==> src/rtl/seven_seg_pkg.sv <==
// Shared glyph constants and the value-to-segment decode for the 7-segment scanner.
// Segment order is gfedcba, active-low (0 = segment lit).
package seven_seg_pkg;

  localparam logic [6:0] SEG_BLANK = 7'h7F;
  localparam logic [6:0] GLYPH_ERR = 7'b0000110;

  function automatic logic [6:0] seg_decode(input logic [3:0] value, input logic hex_mode);
    logic [6:0] glyph;
    case (value)
      4'h0: glyph = 7'b1000000;
      4'h1: glyph = 7'b1111001;
      4'h2: glyph = 7'b0100100;
      4'h3: glyph = 7'b0110000;
      4'h4: glyph = 7'b0011001;
      4'h5: glyph = 7'b0010010;
      4'h6: glyph = 7'b0000010;
      4'h7: glyph = 7'b1111000;
      4'h8: glyph = 7'b0000000;
      4'h9: glyph = 7'b0010000;
      4'hA: glyph = 7'b0001000;
      4'hB: glyph = 7'b0000011;
      4'hC: glyph = 7'b1000110;
      4'hD: glyph = 7'b0100001;
      4'hE: glyph = 7'b0000110;
      default: glyph = 7'b0001110;
    endcase
    // Non-decimal values collapse to the error glyph unless hex display is enabled.
    if (!hex_mode && value >= 4'd10) glyph = GLYPH_ERR;
    return glyph;
  endfunction

endpackage

==> src/rtl/seg_glyph_dec.sv <==
// Combinational digit value to active-low gfedcba glyph decoder.
module seg_glyph_dec
  import seven_seg_pkg::*;
#(
  parameter int HEX_MODE = 1
) (
  input  logic [3:0] i_value,
  output logic [6:0] o_glyph
);

  assign o_glyph = seg_decode(i_value, HEX_MODE != 0);

endmodule

==> src/rtl/seven_seg_scan_ctrl.sv <==
// Multiplexed common-anode 7-segment scanner with frame-synchronous input snapshot,
// blinking, blanking, leading-zero suppression and PWM brightness.
module seven_seg_scan_ctrl
  import seven_seg_pkg::*;
#(
  parameter int N_DIGITS  = 4,
  parameter int DIV_RATIO = 100000,
  parameter int PWM_BITS  = 4,
  parameter int BLINK_DIV = 50,
  parameter int HEX_MODE  = 1
) (
  input  logic                    CLK,
  input  logic                    RESET,
  input  logic [4*N_DIGITS-1:0]   DIGITS,
  input  logic [N_DIGITS-1:0]     DP_IN,
  input  logic [N_DIGITS-1:0]     BLANK,
  input  logic [N_DIGITS-1:0]     BLINK_EN,
  input  logic                    LZ_SUPPRESS,
  input  logic [PWM_BITS-1:0]     BRIGHTNESS,
  output logic [6:0]              SEG_OUT,
  output logic                    DP_OUT,
  output logic [N_DIGITS-1:0]     ANODE,
  output logic                    FRAME_TICK
);

  localparam int CW = $clog2(DIV_RATIO + 1);
  localparam int IW = $clog2(N_DIGITS);
  localparam int BW = $clog2(BLINK_DIV + 1);

  logic [CW-1:0]         r_count;
  logic [IW-1:0]         r_idx;
  logic [PWM_BITS-1:0]   r_pwm_cnt;
  logic [BW-1:0]         r_blink_cnt;
  logic                  r_blink_phase;
  logic [4*N_DIGITS-1:0] r_snap_digits;
  logic [N_DIGITS-1:0]   r_snap_dp;
  logic [N_DIGITS-1:0]   r_snap_blank;
  logic [N_DIGITS-1:0]   r_snap_blink;
  logic                  r_snap_lz;

  logic                  w_carry;
  logic                  w_frame;
  logic [N_DIGITS-1:0]   w_sel;
  logic [N_DIGITS-1:0]   w_suppress;
  logic                  w_zero_run;
  logic [3:0]            w_digit_val;
  logic [6:0]            w_glyph;
  logic                  w_cur_supp;
  logic                  w_lit;

  assign w_carry    = (r_count == CW'(DIV_RATIO));
  assign w_frame    = w_carry && (r_idx == IW'(N_DIGITS - 1));
  assign FRAME_TICK = w_frame;

  // NOTE: state registers use non-blocking assignments so every flop samples pre-edge values.
  always_ff @(posedge CLK or posedge RESET) begin
    if (RESET) begin
      r_count   <= '0;
      r_idx     <= '0;
      r_pwm_cnt <= '0;
    end else if (w_carry) begin
      r_count   <= '0;
      r_pwm_cnt <= '0;
      r_idx     <= (r_idx == IW'(N_DIGITS - 1)) ? '0 : r_idx + 1'b1;
    end else begin
      r_count   <= r_count + 1'b1;
      r_pwm_cnt <= r_pwm_cnt + 1'b1;
    end
  end

  // NOTE: the snapshot bank is reset explicitly so the first frame after reset shows zeros.
  always_ff @(posedge CLK or posedge RESET) begin
    if (RESET) begin
      r_snap_digits <= '0;
      r_snap_dp     <= '0;
      r_snap_blank  <= '0;
      r_snap_blink  <= '0;
      r_snap_lz     <= 1'b0;
      r_blink_cnt   <= '0;
      r_blink_phase <= 1'b0;
    end else if (w_frame) begin
      r_snap_digits <= DIGITS;
      r_snap_dp     <= DP_IN;
      r_snap_blank  <= BLANK;
      r_snap_blink  <= BLINK_EN;
      r_snap_lz     <= LZ_SUPPRESS;
      if (r_blink_cnt == BW'(BLINK_DIV - 1)) begin
        r_blink_cnt   <= '0;
        r_blink_phase <= ~r_blink_phase;
      end else begin
        r_blink_cnt <= r_blink_cnt + 1'b1;
      end
    end
  end

  // NOTE: every combinational output gets a default first so no latch is inferred.
  always_comb begin
    w_sel       = '0;
    w_suppress  = '0;
    w_zero_run  = 1'b1;
    w_digit_val = '0;
    for (int k = 0; k < N_DIGITS; k++) begin
      if (r_idx == IW'(k)) begin
        w_sel[k]    = 1'b1;
        w_digit_val = r_snap_digits[4*k +: 4];
      end
    end
    // Walk down from the most significant digit; digit 0 is never suppressed.
    for (int k = N_DIGITS - 1; k >= 1; k--) begin
      w_zero_run    = w_zero_run && (r_snap_digits[4*k +: 4] == 4'd0);
      w_suppress[k] = r_snap_lz && w_zero_run;
    end
  end

  seg_glyph_dec #(.HEX_MODE(HEX_MODE)) u_glyph_dec (
    .i_value (w_digit_val),
    .o_glyph (w_glyph)
  );

  assign w_cur_supp = |(w_suppress & w_sel);
  assign w_lit      = (r_pwm_cnt <= BRIGHTNESS)
                   && !(|(r_snap_blank & w_sel))
                   && !(r_blink_phase && |(r_snap_blink & w_sel))
                   && (!w_cur_supp || |(r_snap_dp & w_sel));

  always_ff @(posedge CLK or posedge RESET) begin
    if (RESET) begin
      ANODE   <= '1;
      SEG_OUT <= SEG_BLANK;
      DP_OUT  <= 1'b1;
    end else begin
      ANODE   <= w_lit ? ~w_sel : '1;
      SEG_OUT <= (w_lit && !w_cur_supp) ? w_glyph : SEG_BLANK;
      DP_OUT  <= !(w_lit && |(r_snap_dp & w_sel));
    end
  end

endmodule

==> config.mk <==
export PLATFORM = sky130hd
export DESIGN_NAME = seven_seg_scan_ctrl
export DESIGN_NICKNAME = d
export VERILOG_FILES = /design/src/rtl/seven_seg_pkg.sv /design/src/rtl/seg_glyph_dec.sv /design/src/rtl/seven_seg_scan_ctrl.sv
export SDC_FILE = /design/constraint.sdc
export NUM_CORES = 1
export LEC_CHECK = 0
export BUFFER_PORTS_ARGS = -buffer_cell sky130_fd_sc_hd__buf_2
export CORE_MARGIN = 2
export CORE_UTILIZATION = 57
export CTS_CLUSTER_SIZE = 28
export DETAILED_ROUTE_END_ITERATION = 10
export GPL_TIMING_DRIVEN = 0
export MAX_ROUTING_LAYER = met4
export PLACE_DENSITY_LB_ADDON = 0.05
export RECOVER_POWER = 25
export SLEW_MARGIN = 20
export SYNTH_ARGS = -nofsm -noshare
export SYNTH_HDL_FRONTEND = slang
export SYNTH_SLANG_ARGS = --single-unit
==> constraint.sdc <==
create_clock -name CLK -period 2.85 [get_ports CLK]
set_clock_uncertainty 0.15 [all_clocks]
set_input_delay 0.285 -clock CLK [delete_from_list [all_inputs] [get_ports CLK]]
set_output_delay 0.285 -clock CLK [all_outputs]
set_load 0.02 [all_outputs]
# Yosys cells after proc, flatten, opt, wreduce, memory -nomap -nowiden
# Memories as Yosys holds them, arrays and structs flattened.
# Cells that the tools add are included.
totals:
  input_bits: 35
  mem_count: 1
  output_inout_bits: 13
  rom_bits: 112
  word_cells: 70
  reg_bits: 71
mem_list:
  columns: ["name", "depth", "word_bits", "read_ports", "rd_ports_with_merged_regs", "wr", "line_no", "source"]
  rows:
  - ["(name not given)", 16, 7, 1, 0, 0, "seven_seg_pkg.sv:10", "case (value)"]
classes:
  n_reduce_logical: 26
  add_sub_neg: 4
  n_eq_ne: 5
  n_bitwise: 6
  order_cmp: 1
  muxes: 14
op_table:
  columns: ["cell", "count"]
  rows:
  - ["$mux W4", 6]
  - ["$add A17 B1 Y17 const B", 1]
  - ["$eq A17 B17 Y1 const B", 1]
  - ["$mux W17", 1]
  - ["$and A4 B4 Y4", 4]
  - ["$reduce_or A4 Y1", 4]
  - ["$logic_and A1 B1 Y1", 12]
  - ["$logic_not A4 Y1", 3]
  - ["$mux W7", 1]
  - ["$add A6 B1 Y6 const B", 1]
  - ["$eq A6 B6 Y1 const B", 1]
  - ["$mux W6", 1]
  - ["$add A4 B1 Y4 const B", 1]
  - ["$eq A2 B2 Y1 const B", 2]
  - ["$le A4 B4 Y1", 1]
  - ["$logic_not A1 Y1", 4]
  - ["$mux W1", 4]
  - ["$not A4 Y4", 1]
  - ["$add A2 B1 Y2 const B", 1]
  - ["$eq A2 B1 Y1 const B", 1]
  - ["$logic_not A2 Y1", 1]
  - ["$mux W2", 1]
  - ["$reduce_and A2 Y1", 1]
  - ["$logic_or A1 B1 Y1", 1]
  - ["$not A1 Y1", 1]

# Depth between registers and ports, before layout
logic_depth:
  ltp_word: 11
  ltp_mapped: 10
  mapped_depth_nobuf: 10

# Cells and area by module
# From an unflattened synthesis, not the netlist that was laid out.
unflattened:
  hier_cells: 377
  area_unflattened_um2: 3529.6
by_module_without_submodules:
  columns: ["module", "n_inst", "cells_per_inst", "area_per_inst_um2", "seq_area_each_um2"]
  rows:
  - ["seven_seg_scan_ctrl", 1, 342, 3281.9, 1791.7]
  - ["seg_glyph_dec", 1, 35, 247.7, 0.0]

# Least setup slack after synthesis
# No wires, ideal clock.
synth_path:
  path_type: "register -> register"
  start: "reg r_idx[0]"
  end: "reg SEG_OUT[3]"
  setup_ns: 0.081
  synth_period_minus_slack_ns: 2.506
  arrival_time_ns: 2.274
  n_path_buf: 2
  setup_slack_ns: 0.344
  required_ns: 2.619
  path_stages_with_launch: 10
  cell_sequence: "dfrtp_1 -> ha_1 -> clkbuf_1 -> buf_1 -> a221oi_1 -> inv_1 -> ha_1 -> mux2i_1 -> nand2_1 -> o211ai_1"
synth_between:
  elab_chain_len: 10
  elab_cells_between_ends: 31
  classes_between: "3 x eq/ne; 9 x mux; 4 x bitwise; 14 x reduce/logical; 1 x memory"
synth_lines:
  columns: ["item", "line_no", "source"]
  rows:
  - ["from (decl)", "seven_seg_scan_ctrl.sv:31", "logic [IW-1:0] r_idx;"]
  - ["from (signal assigned)", "seven_seg_scan_ctrl.sv:64", "r_idx <= (r_idx == IW'(N_DIGITS - 1)) ? '0 : r_idx + 1'b1;"]
  - ["parallel branches: the longest is 9 deep, another holds $mem_v2 Z16 W7", null, null]
  - ["$mux W7 *", "seven_seg_scan_ctrl.sv:133", "SEG_OUT <= (w_lit && !w_cur_supp) ? w_glyph : SEG_BLANK;"]
  - ["to (signal assigned)", "seven_seg_scan_ctrl.sv:133", null]
  - ["to (decl)", "seven_seg_scan_ctrl.sv:20", "output logic [6:0] SEG_OUT,"]
# Mark *: on every way between the ends.
# A chain may end at the register's enable or synchronous reset.

# Worst setup path after layout
layout_path:
  start: "reg r_count[0]"
  end: "out FRAME_TICK"
layout_between:
  elab_chain_len: 2
layout_lines:
  columns: ["item", "line_no", "source"]
  rows:
  - ["from (decl)", "seven_seg_scan_ctrl.sv:30", "logic [CW-1:0] r_count;"]
  - ["from (signal assigned)", "seven_seg_scan_ctrl.sv:66", "r_count <= r_count + 1'b1;"]
  - ["$eq A17 B17 Y1", "seven_seg_scan_ctrl.sv:51", "assign w_carry = (r_count == CW'(DIV_RATIO));"]
  - ["$logic_and A1 B1 Y1", "seven_seg_scan_ctrl.sv:52", "assign w_frame = w_carry && (r_idx == IW'(N_DIGITS - 1));"]
  - ["to (decl)", "seven_seg_scan_ctrl.sv:23", "output logic FRAME_TICK"]
# Every way passes these cells.

==> summary.md <==
| Metric | Value |
|---|---|
| Reported max-cap violation count | 1 |
| Reg-to-reg critical path startpoint | r_idx[0]$_DFFE_PP0N_ |
| Post-Syn Nets | 421 |
| Worst path bufs/invs | 3 |
| Total power draw | 0.00195 W |
| Synthesized netlist cell count | 367 |
| Detailed-route wire length | 7.61 mm |
| Final ANT Viol Nets | 0 |
| Starting Density | 0.595 |
| Total GRT Usage | 0.245 |
| Number of cell rows | 28 |
| Final period utilization | 0.946 |
| Vias | 2904 |
| Half-perimeter wire length after detailed placement | 5.15 mm |
| Maximum number of buffers from clock root to sink | 2 |
| Failing checks | capacitance limit, slew limit |
| Yosys Warn Count | 0 |
| Die height | 82.8 um |
| Fill cell count | 460 |
| Number of enable-type register cells in the synthesized netlist | 0 |
| Hold-critical path depth | 3 |
| Final Max Tran Viols | 35 |
| Launching element type of the critical path | register |
| Antenna violations before repair | 0 |
| Unique masters post-synth | 48 |
| Total overflow reported by the global router | 0 |
| Synth Flop Type | dfrtp_1 |
| Critical path data arrival time | 2.26 ns |
| Port-buffer cells | 47 |
| Sinks on the clock net | 71 |
| Smallest setup slack after layout | 0.153 ns |
| Largest net degree at the start of global routing | 38 |
| Sequential cell area fraction in the yosys report | 0.506 |
| Power Density | 447 nW/um2 |
| Worst setup timing slack at the placement stage | -0.0856 ns |
| Placer Congestion | 0.863 |
| Element type at the critical path end | output pin |
| Start point of the worst hold path | DIGITS[4] |
| Worst stage delay on the critical path | 0.47 ns |
| Post-layout net count | 504 |
| Run status | finished with violations |
| Clock Latency Late Sink | 0.34 ns |
| Sum Neg Setup Slack | 0 ns |
| Classification of the worst setup path | reg -> out |
| Worst VDD drop | 0.341 mV |
| Detailed Routing Iterations Pass 1 | 4 |
| Fmax | 0.371 GHz |
| Share of cells above drive strength 1 | 0.211 |
| Routed via count divided by cell count | 5.48 |
| Number of hold violations in the final report | 0 |
| Worst-path clk slew | 0.08 ns |
| Count of placed standard cells in the final layout, fillers left out | 530 |
| Vias in the first global route | 2888 |
| Setup violations, final | 0 |
| Met2 wire len | 3.69 mm |
| Antenna diode count | 0 |
| Register bit total from synthesis | 71 |
| Cell family with the largest share of critical-path delay | simple AND/OR/NAND/NOR gates |
| Largest driver fanout on the critical path | 13 |
| Endpoint of the worst hold path | r_snap_digits[4]$_DFFE_PP0P_ |
| Relative max-transition margin | -0.0199 |
| FF-to-FF path depth | 9 |
| Avg WL per Cell | 14.4 um |
| Starting DRC count in detailed routing | 214 |
| Worst r2r dst | SEG_OUT[5]$_DFF_PP1_ |
| WL met1 | 3.53 mm |
| Post-layout minimum cycle time | 2.70 ns |
| Worst hold path type | in -> reg |
| Highest signal layer in the routed design | met4 |
| Mean cell area of the mapped netlist | 9.65 um2 |
| Inserted Clock Buffers | 9 |
| Post-synthesis instance area | 3540 um2 |
| Number of placed I/O pins | 48 |
| Area post-placement | 3890 um2 |
| Placed cells | 490 |
| DIE AREA | 6860 um2 |
| Worst path required time | 2.41 ns |
| Area of the core region | 5960 um2 |
| Remaining DRCs | 0 |
| Slowest CP cell | or4b_4 |
| Die span in x | 82.8 um |
| Area growth from synthesis to layout | 23.4% |
| Critical Path, Cell by Cell | inv_1 > ha_1 > or4b_4 > nor4_4 > nand2_2 > inv_2 > buf_2 |
| Static Leakage | 2.05 nW |
| Clock tree from TritonCTS | yes |
| Fraction of synthesis flops using an asynchronous set or reset pin | 1.00 |
| Worst slew pin tran | 1.52 ns |
| Flop-to-flop setup slack | 0.20 ns |
| Routed met3 length | 257 um |
| Clk Tree Root Cell | clkbuf_8 |
| Final instance area | 4370 um2 |
| CTS H-Tree Depth | 3 |
| First-pass GRT wire length | 13.2 mm |
per-stage QoR:
| step | hold WS (ns) | utilization |
|---|---|---|
| CTS | 0.00117 | 0.729 |
| finish | 0.00425 | 0.734 |
| floorplan | 0.240 | - |
| detailed placement | 0.179 | 0.654 |
| global route | 0.0118 | 0.734 |
| global placement | 0.308 | 0.650 |
flip-flops by register name, summed over array words and instances (netlist names):
register / count
r_snap_blank: 4
ANODE: 4
r_snap_digits: 16
r_blink_phase: 1
r_pwm_cnt: 4
r_blink_cnt: 6
r_snap_lz: 1
DP_OUT: 1
r_idx: 2
r_snap_dp: 4
SEG_OUT: 7
r_count: 17
r_snap_blink: 4
cell usage in the layout, fill, tap and decap left out, types with 3 or more instances in the layout:
| cell | count |
|---|---|
| a22oi_1 | 4 |
| and4_1 | 7 |
| ha_1 | 19 |
| and3_1 | 4 |
| buf_4 | 3 |
| dfstp_2 | 12 |
| nand3_1 | 17 |
| nor4_1 | 3 |
| nor2b_1 | 5 |
| xor2_1 | 9 |
| clkbuf_1 | 6 |
| xnor2_1 | 8 |
| dfrtp_1 | 59 |
| nor3b_1 | 3 |
| clkbuf_8 | 9 |
| dlygate4sd3_1 | 22 |
| a221o_1 | 3 |
| nor2_1 | 16 |
| nand2b_1 | 3 |
| nand4_1 | 5 |
| mux2i_1 | 6 |
| o211ai_1 | 4 |
| nand2_1 | 98 |
| inv_1 | 18 |
| o21ai_0 | 13 |
| a21oi_1 | 5 |
| buf_2 | 52 |
layer usage:
metal | track usage | vias up
met5 | - | -
met2 | 0.378 | 64
met3 | 0.0348 | 13
met1 | 0.332 | 1406
met4 | 0.0939 | 0
li1 | - | 1421
synth_stat cells, types with 4 or more instances:
master     n  area share
nand2_1   98        0.10
dfrtp_1   59        0.42
ha_1      19       0.067
inv_1     19       0.020
nand3_1   17       0.024
nor2_1    16       0.017
o21ai_0   13       0.018
dfstp_2   12       0.089
xor2_1     9       0.022
xnor2_1    8       0.020
and4_1     7       0.017
clkbuf_1   7      0.0074
mux2i_1    6       0.017
a21oi_1    5      0.0071
a22oi_1    5       0.011
buf_2      5      0.0071
nand4_1    5      0.0088
nor2b_1    5      0.0088
and3_1     4      0.0071
o211ai_1   4      0.0085
cell type report:
| cell class | count | area (um2) | share of cell area |
|---|---|---|---|
| clock buffers | 10 | 128 | 0.0292 |
| repair buffers | 73 | 498 | 0.114 |
| multi-input cells | 262 | 1630 | 0.373 |
| clock inverters | 6 | 86.3 | 0.0198 |
| well taps | 75 | 93.8 | 0.0215 |
| inverters | 20 | 76.3 | 0.0175 |
| plain buffers | 13 | 65.1 | 0.0149 |
| flip-flops and latches | 71 | 1790 | 0.410 |
worst reg2reg max path: cells and delay by family (launching register included):
kind,cells,cell delay (ns)
compound gates,3,0.57
fa+ha+maj,2,0.43
buf+inv,3,0.85
mux,1,0.16
flops,1,0.40
worst max path at each step:
stage	from	endpoint	slack, ns	cells after the start
floorplan	r_idx[0]$_DFFE_PP0N_	SEG_OUT[3]$_DFF_PP1_	0.34	9
global placement	RESET	r_blink_cnt[3]$_DFFE_PP0P_	-0.19	2
detailed placement	r_idx[1]$_DFFE_PP0N_	SEG_OUT[3]$_DFF_PP1_	-0.09	10
CTS	r_count[0]$_DFF_PP0_	FRAME_TICK	0.06	8
global route	r_idx[0]$_DFFE_PP0N_	SEG_OUT[0]$_DFF_PP1_	-0.02	9
finish	r_count[0]$_DFF_PP0_	FRAME_TICK	0.15	7
cells by family (layout without fill, tap and decap cells):
family | count (synthesis) | after routing | synth area share
flip-flops | 71 | 71 | 0.506
XOR/XNOR | 17 | 17 | 0.0421
multiplexers | 7 | 7 | 0.0201
AO/OA/AOI/OAI | 47 | 47 | 0.0926
AND/OR/NAND/NOR | 172 | 172 | 0.232
buffers and inverters | 34 | 122 | 0.0399
adder cells (fa/ha/maj) | 19 | 19 | 0.0671
what timing repair did:
item / CTS / global route
endpoints found under the hold margin: 46 / 0
endpoints found under the setup margin: 5 / 8
hold buffers: 22 / 0
pin swaps: 1 / 1
buffers inserted: 1 / 2
gates resized for setup: 2 / 7
where the power goes:
part | leakage [nW] | internal [W] | switching [W]
Combinational | 1.16 | 0.0000417 | 0.0000352
Clock | 0.106 | 0.000492 | 0.000377
Sequential | 0.781 | 0.00101 | 0
Note: power is estimated with default switching activity, not from simulation.
